`config.mk`:
```
export PLATFORM = sky130hd
export DESIGN_NAME = wb_write_port_flat
export DESIGN_NICKNAME = d
export VERILOG_FILES = /design/src/rtl/wb_write_port_if.sv /design/src/rtl/wb_write_port.sv /design/src/flat_wrapper.sv
export SDC_FILE = /design/constraint.sdc
export NUM_CORES = 1
export LEC_CHECK = 0
export ABC_AREA = 1
export CORE_MARGIN = 2
export CORE_UTILIZATION = 45
export DETAILED_ROUTE_END_ITERATION = 16
export PLACE_DENSITY = 0.87
export SYNTH_ARGS = -nofsm -noshare
export SYNTH_HDL_FRONTEND = slang
export SYNTH_SLANG_ARGS = --single-unit
```
`constraint.sdc`:
```
create_clock -name clk -period 6.7 [get_ports clk]
set_input_delay 1.005 -clock clk [delete_from_list [all_inputs] [get_ports clk]]
set_output_delay 1.005 -clock clk [all_outputs]
set_load 0.01 [all_outputs]
```
`src/rtl/wb_write_port_if.sv`:
```
// wb_write_port_if
// Groups the bus signals of the writeback stage: the MEM-stage inputs, the
// pipeline controls, the MDU handshake, the register-file write port and the
// decode-stage bypass. Clock and reset stay plain ports on the module.
//   master : the environment side (drives MEM/MDU/read-port inputs)
//   slave  : the writeback stage itself
interface wb_write_port_if;
  logic        mem_valid;
  logic        mem_RegWrite;
  logic        mem_MemtoReg;
  logic        mem_Link;
  logic [4:0]  mem_dest;
  logic [31:0] mem_alu_result;
  logic [31:0] mem_read_data;
  logic [31:0] mem_pc_plus4;
  logic        stall;
  logic        flush;
  logic        mdu_valid;
  logic [4:0]  mdu_dest;
  logic [31:0] mdu_data;
  logic        mdu_ready;
  logic        wb_stall_req;
  logic [4:0]  Write_Reg_Num;
  logic [31:0] Write_Data;
  logic        RegWrite;
  logic [4:0]  Read_Reg_Num_1;
  logic [4:0]  Read_Reg_Num_2;
  logic [31:0] Read_Data_1;
  logic [31:0] Read_Data_2;
  logic [31:0] fwd_Data_1;
  logic [31:0] fwd_Data_2;

  modport master (
    output mem_valid, mem_RegWrite, mem_MemtoReg, mem_Link, mem_dest,
    output mem_alu_result, mem_read_data, mem_pc_plus4, stall, flush,
    output mdu_valid, mdu_dest, mdu_data,
    output Read_Reg_Num_1, Read_Reg_Num_2, Read_Data_1, Read_Data_2,
    input  mdu_ready, wb_stall_req, Write_Reg_Num, Write_Data, RegWrite,
    input  fwd_Data_1, fwd_Data_2
  );

  modport slave (
    input  mem_valid, mem_RegWrite, mem_MemtoReg, mem_Link, mem_dest,
    input  mem_alu_result, mem_read_data, mem_pc_plus4, stall, flush,
    input  mdu_valid, mdu_dest, mdu_data,
    input  Read_Reg_Num_1, Read_Reg_Num_2, Read_Data_1, Read_Data_2,
    output mdu_ready, wb_stall_req, Write_Reg_Num, Write_Data, RegWrite,
    output fwd_Data_1, fwd_Data_2
  );
endinterface

```
`src/rtl/wb_write_port.sv`:
```
// wb_write_port
// Writeback stage of the MIPS pipeline and owner of the single register-file
// write port. Holds the MEM/WB register, merges multiply/divide results via a
// 2-entry FIFO, and bypasses the write-port value to the two decode reads.
// Ports:
//   clk   : core clock, all state changes on posedge
//   reset : synchronous, active-low
//   bus   : wb_write_port_if.slave (MEM inputs, MDU handshake, write port,
//           decode read addresses/data and bypassed operands)
module wb_write_port #(
  parameter int QDEPTH = 2
) (
  input logic             clk,
  input logic             reset,
  wb_write_port_if.slave  bus
);

  logic        wb_valid_q;
  logic        wb_regwrite_q;
  logic        wb_done_q;
  logic [4:0]  wb_dest_q;
  logic [31:0] wb_value_q;

  logic [1:0]  count_q, count_d;
  logic        head_q, head_d;
  logic [4:0]  q_dest_q [2];
  logic [31:0] q_data_q [2];

  logic        wb_pend;
  logic        drain;
  logic        accept;
  logic        enq;
  logic        keep0, keep1;
  logic [1:0]  kept;
  logic        wr_slot;
  logic [31:0] mem_value;

  assign mem_value = bus.mem_Link     ? bus.mem_pc_plus4  :
                     bus.mem_MemtoReg ? bus.mem_read_data :
                                        bus.mem_alu_result;

  // Gated by reset so nothing reaches the register file while reset is held.
  assign wb_pend = reset && wb_valid_q && wb_regwrite_q &&
                   (wb_dest_q != 5'd0) && !wb_done_q;
  assign drain   = reset && !wb_pend && (count_q != 2'd0);

  assign bus.mdu_ready    = reset && (count_q < 2'(QDEPTH));
  assign bus.wb_stall_req = (count_q == 2'(QDEPTH));

  assign accept = bus.mdu_valid && bus.mdu_ready;
  // r0 results are acknowledged but never stored.
  assign enq    = accept && (bus.mdu_dest != 5'd0);

  // Queue update: first remove the drained head and any entries overwritten by
  // the committing WB write, compacting survivors toward the head; then append
  // the accepted entry behind the survivors.
  always_comb begin
    keep0 = (count_q != 2'd0) && !drain &&
            !(wb_pend && (q_dest_q[head_q] == wb_dest_q));
    keep1 = (count_q == 2'd2) &&
            !(wb_pend && (q_dest_q[~head_q] == wb_dest_q));
    head_d  = (keep0 || (count_q == 2'd0)) ? head_q : ~head_q;
    kept    = {1'b0, keep0} + {1'b0, keep1};
    wr_slot = head_d ^ kept[0];
    count_d = kept + {1'b0, enq};
  end

  always_comb begin
    bus.RegWrite      = 1'b0;
    bus.Write_Reg_Num = 5'd0;
    bus.Write_Data    = 32'd0;
    if (wb_pend) begin
      bus.RegWrite      = 1'b1;
      bus.Write_Reg_Num = wb_dest_q;
      bus.Write_Data    = wb_value_q;
    end else if (drain) begin
      bus.RegWrite      = 1'b1;
      bus.Write_Reg_Num = q_dest_q[head_q];
      bus.Write_Data    = q_data_q[head_q];
    end
  end

  // The register file commits on the edge, so its same-cycle read is stale.
  assign bus.fwd_Data_1 = (bus.RegWrite && (bus.Write_Reg_Num == bus.Read_Reg_Num_1) &&
                           (bus.Read_Reg_Num_1 != 5'd0)) ? bus.Write_Data : bus.Read_Data_1;
  assign bus.fwd_Data_2 = (bus.RegWrite && (bus.Write_Reg_Num == bus.Read_Reg_Num_2) &&
                           (bus.Read_Reg_Num_2 != 5'd0)) ? bus.Write_Data : bus.Read_Data_2;

  always_ff @(posedge clk) begin
    if (!reset) begin
      wb_valid_q <= 1'b0;
      wb_done_q  <= 1'b0;
      count_q    <= 2'd0;
      head_q     <= 1'b0;
    end else begin
      if (bus.flush) begin
        wb_valid_q <= 1'b0;
        wb_done_q  <= 1'b0;
      end else if (!bus.stall) begin
        wb_valid_q    <= bus.mem_valid;
        wb_regwrite_q <= bus.mem_RegWrite;
        wb_dest_q     <= bus.mem_dest;
        wb_value_q    <= mem_value;
        wb_done_q     <= 1'b0;
      end else if (wb_pend) begin
        // A stalled instruction keeps its slot but must write only once.
        wb_done_q <= 1'b1;
      end

      count_q <= count_d;
      head_q  <= head_d;
      if (enq) begin
        q_dest_q[wr_slot] <= bus.mdu_dest;
        q_data_q[wr_slot] <= bus.mdu_data;
      end
    end
  end

endmodule
```
`src/flat_wrapper.sv`:
```
// flat-port wrapper written by rule: the top's interface ports become plain ports
module wb_write_port_flat 
#(
  parameter int QDEPTH = 2
)
  (clk, reset, bus_mem_valid, bus_mem_RegWrite, bus_mem_MemtoReg, bus_mem_Link, bus_mem_dest, bus_mem_alu_result, bus_mem_read_data, bus_mem_pc_plus4, bus_stall, bus_flush, bus_mdu_valid, bus_mdu_dest, bus_mdu_data, bus_Read_Reg_Num_1, bus_Read_Reg_Num_2, bus_Read_Data_1, bus_Read_Data_2, bus_mdu_ready, bus_wb_stall_req, bus_Write_Reg_Num, bus_Write_Data, bus_RegWrite, bus_fwd_Data_1, bus_fwd_Data_2);
  wb_write_port_if bus_i ();
  input logic clk;
  input logic reset;
  input wire logic [$bits(bus_i.mem_valid)-1:0] bus_mem_valid;
  input wire logic [$bits(bus_i.mem_RegWrite)-1:0] bus_mem_RegWrite;
  input wire logic [$bits(bus_i.mem_MemtoReg)-1:0] bus_mem_MemtoReg;
  input wire logic [$bits(bus_i.mem_Link)-1:0] bus_mem_Link;
  input wire logic [$bits(bus_i.mem_dest)-1:0] bus_mem_dest;
  input wire logic [$bits(bus_i.mem_alu_result)-1:0] bus_mem_alu_result;
  input wire logic [$bits(bus_i.mem_read_data)-1:0] bus_mem_read_data;
  input wire logic [$bits(bus_i.mem_pc_plus4)-1:0] bus_mem_pc_plus4;
  input wire logic [$bits(bus_i.stall)-1:0] bus_stall;
  input wire logic [$bits(bus_i.flush)-1:0] bus_flush;
  input wire logic [$bits(bus_i.mdu_valid)-1:0] bus_mdu_valid;
  input wire logic [$bits(bus_i.mdu_dest)-1:0] bus_mdu_dest;
  input wire logic [$bits(bus_i.mdu_data)-1:0] bus_mdu_data;
  input wire logic [$bits(bus_i.Read_Reg_Num_1)-1:0] bus_Read_Reg_Num_1;
  input wire logic [$bits(bus_i.Read_Reg_Num_2)-1:0] bus_Read_Reg_Num_2;
  input wire logic [$bits(bus_i.Read_Data_1)-1:0] bus_Read_Data_1;
  input wire logic [$bits(bus_i.Read_Data_2)-1:0] bus_Read_Data_2;
  output wire logic [$bits(bus_i.mdu_ready)-1:0] bus_mdu_ready;
  output wire logic [$bits(bus_i.wb_stall_req)-1:0] bus_wb_stall_req;
  output wire logic [$bits(bus_i.Write_Reg_Num)-1:0] bus_Write_Reg_Num;
  output wire logic [$bits(bus_i.Write_Data)-1:0] bus_Write_Data;
  output wire logic [$bits(bus_i.RegWrite)-1:0] bus_RegWrite;
  output wire logic [$bits(bus_i.fwd_Data_1)-1:0] bus_fwd_Data_1;
  output wire logic [$bits(bus_i.fwd_Data_2)-1:0] bus_fwd_Data_2;
  assign bus_i.mem_valid = bus_mem_valid;
  assign bus_i.mem_RegWrite = bus_mem_RegWrite;
  assign bus_i.mem_MemtoReg = bus_mem_MemtoReg;
  assign bus_i.mem_Link = bus_mem_Link;
  assign bus_i.mem_dest = bus_mem_dest;
  assign bus_i.mem_alu_result = bus_mem_alu_result;
  assign bus_i.mem_read_data = bus_mem_read_data;
  assign bus_i.mem_pc_plus4 = bus_mem_pc_plus4;
  assign bus_i.stall = bus_stall;
  assign bus_i.flush = bus_flush;
  assign bus_i.mdu_valid = bus_mdu_valid;
  assign bus_i.mdu_dest = bus_mdu_dest;
  assign bus_i.mdu_data = bus_mdu_data;
  assign bus_i.Read_Reg_Num_1 = bus_Read_Reg_Num_1;
  assign bus_i.Read_Reg_Num_2 = bus_Read_Reg_Num_2;
  assign bus_i.Read_Data_1 = bus_Read_Data_1;
  assign bus_i.Read_Data_2 = bus_Read_Data_2;
  assign bus_mdu_ready = bus_i.mdu_ready;
  assign bus_wb_stall_req = bus_i.wb_stall_req;
  assign bus_Write_Reg_Num = bus_i.Write_Reg_Num;
  assign bus_Write_Data = bus_i.Write_Data;
  assign bus_RegWrite = bus_i.RegWrite;
  assign bus_fwd_Data_1 = bus_i.fwd_Data_1;
  assign bus_fwd_Data_2 = bus_i.fwd_Data_2;
  wb_write_port #(.QDEPTH(QDEPTH)) u_core (.clk(clk), .reset(reset), .bus(bus_i));
endmodule
```
==> flow_metrics.py <==
metrics = {
    "detailed_routing": {
        "dr_total_vias": 7203,
        "wire_per_inst_um": 18.97,
        "vias_per_cell": 5.511,
        "met2_length_um": 11950,
        "wl_met3_um": 2310,
        "drc": 0,
        "drtAntennaViolNets": 0,
        "dr.max_layer_used": "met4",
        "wl_met1_um": 9640,
        "postRouteWirelength_um": 24800,
        "drt_iter0_markers": 609,
        "dr.pass1.iters": 5,
    },
    "timing": {
        "period_minus_slack_ps": 5849,
        "worst_pin_slew_ps": 1165,
        "clock_skew_ps": 29.54,
        "report.final.hold_viol_count": 0,
        "slew_headroom_pct": 22.27,
        "rsz0062_at_grt": "false",
        "period_share_pct": 87.31,
        "setup_viol": 0,
        "maxSlewViolCount": 0,
        "setup-tns-final_ps": 0,
        "timing.fmax_mhz": 171.0,
    },
    "clock_tree": {
        "clock-sinks": 118,
        "cts_tree": "yes",
        "cts_made_buffers": 17,
        "clk_path_buf_depth": 2,
        "clock-root-buffer": "clkbuf_16",
        "h-tree-depth": 4,
        "cts_resized": 0,
        "cts.clk_slew.worst_paths_ps": 60,
        "cts_hold_buf": 0,
        "post_cts.repair.setup_buffers": 0,
        "clk_latency_ps": 430,
    },
    "global_routing": {
        "overflow": 0,
        "grt_pass1_vias": 6962,
        "grt_use_total_pct": 30.11,
        "grt_start_max_net_pins": 39,
        "grt_antenna_before_repair": 0,
        "grt_pass1_wl_um": 37050,
    },
    "power": {
        "peakVddDrop_v": 0.0001928,
        "seqPwrFrac_pct": 39.2,
        "p_switching_w": 0.0005311,
        "p_sw_share_pct": 24.02,
        "powerDensity_mw_per_mm2": 205.1,
        "p_int_w": 0.001680,
        "leakage_nw": 4.346,
        "pwr-share-comb_pct": 18.2,
        "clockPowerShare_pct": 42.6,
    },
    "layout": {
        "stdcell_area_mm2": 0.01078,
        "multi_input_area_mm2": 0.003008,
        "drive_above_1_share_pct": 9.026,
        "post-route-util_pct": 71.70,
        "syn_to_final_growth_pct": 57.27,
        "fin_cells": 1307,
        "seqCellArea_mm2": 0.003485,
        "num_antenna_cells": 0,
        "nets": 1329,
        "nFillCells": 1103,
    },
    "synth": {
        "synth_seq_cells": 118,
        "syn_inst": 804,
        "synth_compound_area_share_pct": 9.054,
        "yosysTopAreaCellShare_pct": 49.07,
        "synthSimpleGateAreaFrac_pct": 33.32,
        "syn_nets": 1027,
        "synth-xor-area-share_pct": 0.6389,
        "ys.warnings.count": 0,
        "synth_fa_ha_area_share_pct": 0.4746,
        "ys_top_cells_by_area": "edfxtp_1, nand2_1, nand4_1",
        "synth_cell_type_count": 34,
        "synth_top_family_by_area": "simple AND/OR/NAND/NOR gates",
        "synth_seq_area_share_pct": 50.82,
        "avgSynthCellArea_um2": 8.525,
        "synthMuxAreaShare_pct": 0,
        "syn_area_mm2": 0.006854,
        "synth_top_area_cell": "edfxtp_1",
    },
    "place": {
        "dp_hpwl_um": 17530,
        "gp_congestion": 0.9232,
        "place_area_mm2": 0.01017,
        "portBuffers": 324,
        "place_inst": 1275,
    },
    "die": {
        "initial_core_util_pct": 45.59,
        "rows": 45,
        "fp.dieH_um": 127.4,
        "core_mm2": 0.01503,
        "ios": 325,
        "dieWidth_um": 127.4,
        "fp.dieArea_mm2": 0.01623,
    },
    "job": {
        "cap_viol_max_count": 0,
    },
    "worst_setup_path": {
        "worstPathArrival_ps": 4840,
        "required_ps": 5690,
        "worstSetupEndpointType": "primary output",
        "worst-path-max-fanout": 38,
        "crit_path_start_kind": "flip-flop",
        "worstSetupPathType": "reg -> out",
    },
    "min_path": {
        "worstHoldStart": "u_core.wb_valid_q",
        "min_path_type": "reg -> reg",
    },
    "status": {
        "status": "complete, no violations",
    },
}
==> cells in the final DEF (no fill, tap or decap), types with 2 or more instances in the layout <==
master,Yosys,final
xor2_1,5,5
a21oi_1,69,69
nand4_2,5,5
nand3_1,25,25
edfxtp_1,112,112
inv_1,24,24
nor2_1,47,44
clkdlybuf4s50_1,0,324
buf_4,4,12
nand4_1,65,65
nor2_4,6,10
dfxtp_1,6,5
nand3_4,2,2
clkinv_2,0,5
nand2_1,301,301
or2_2,33,33
nand2_4,2,2
nand2_2,2,2
o211ai_1,32,32
bufinv_16,0,4
clkinv_1,2,3
clkbuf_16,0,17
clkinvlp_4,0,2
o21ai_1,2,2
==> layer usage <==
layer	GRT usage, %	vias up
met5	0	-
met4	14.09	0
met1	37.47	3302
met3	6.784	58
li1	-	3392
met2	49.98	451
==> flip-flops by register name, summed over array words and instances, names as in the netlist, named ones only <==
| register | flops |
|---|---|
| u_core.count_q | 2 |
| u_core.head_q | 1 |
| u_core.q_dest_q | 10 |
| u_core.wb_done_q | 1 |
| u_core.wb_regwrite_q | 1 |
| u_core.wb_valid_q | 1 |
| u_core.wb_value_q | 32 |
| u_core.wb_dest_q | 5 |
| u_core.q_data_q | 64 |
==> through the flow <==
stage               setup slack (ps)  total power [W]  hold WS, ps
floorplan                       2189         0.001033        432.9
global placement                1352         0.001270        451.4
detailed placement              1262         0.001278        457.7
CTS                            787.6         0.002216        465.5
global route                   456.8         0.002284        481.7
finish                         850.6         0.002211        467.3
==> final cells by class <==
class / count / share of cell area (%)
Timing Repair Buffer: 336 / 30.92
Multi-Input combinational cell: 605 / 27.90
Clock buffer: 18 / 3.981
Tap cell: 188 / 2.182
Sequential cell: 118 / 32.33
Inverter: 28 / 0.9983
Clock inverter: 14 / 1.683
==> final timing paths <==
kind              slack, ps  depth (start not counted)               endpoint
setup reg to reg       2230                         15  u_core.q_data_q[0][6]
hold / removal          470                          2      u_core.wb_valid_q
hold reg to reg         470                          2      u_core.wb_valid_q
setup / recovery        850                         12      bus_fwd_Data_1[8]
==> critical path: stages, from the launching register on <==
cell and delay (ps):
dfxtp_2 850, clkinv_1 1070, nand2_1 310, nand2_1 130, nand4_2 130, nand2_1 110
nand2_1 90, nand2_1 80, nor2_4 350, nand3_4 500, nand2_1 210, nand2_1 70
clkdlybuf4s50_1 470
==> Yosys cell counts (all sizes together) <==
| cell type | n |
|---|---|
| fa | 1 |
| nor2 | 55 |
| o21ai | 3 |
| a21oi | 69 |
| o211ai | 32 |
| clkinv | 2 |
| edfxtp | 112 |
| or2 | 33 |
| dfxtp | 6 |
| nand3 | 27 |
| o311ai | 1 |
| buf | 31 |
| inv | 26 |
| nand4 | 70 |
| ha | 1 |
| clkbuf | 22 |
| nand2 | 305 |
| a211oi | 1 |
| nor4 | 1 |
| or3 | 1 |
| xor2 | 5 |
==> power groups by stage <==
stage	Clock [W]	Combinational [W]	Sequential, W
4_1_cts	0.000949	0.000401	0.000866
6_report	0.000941	0.000403	0.000866
3_5_place_dp	0	0.000398	0.000880
3_3_place_gp	0	0.000391	0.000879
2_1_floorplan	0	0.000160	0.000873
5_1_grt	0.000982	0.000432	0.000869
==> cells by family after synthesis <==
group | Yosys count
buf+inv | 81
compound gates | 106
fa+ha+maj | 2
simple gates | 492
xor+xnor | 5
flops | 118
Note: power is estimated with default switching activity, not from simulation.
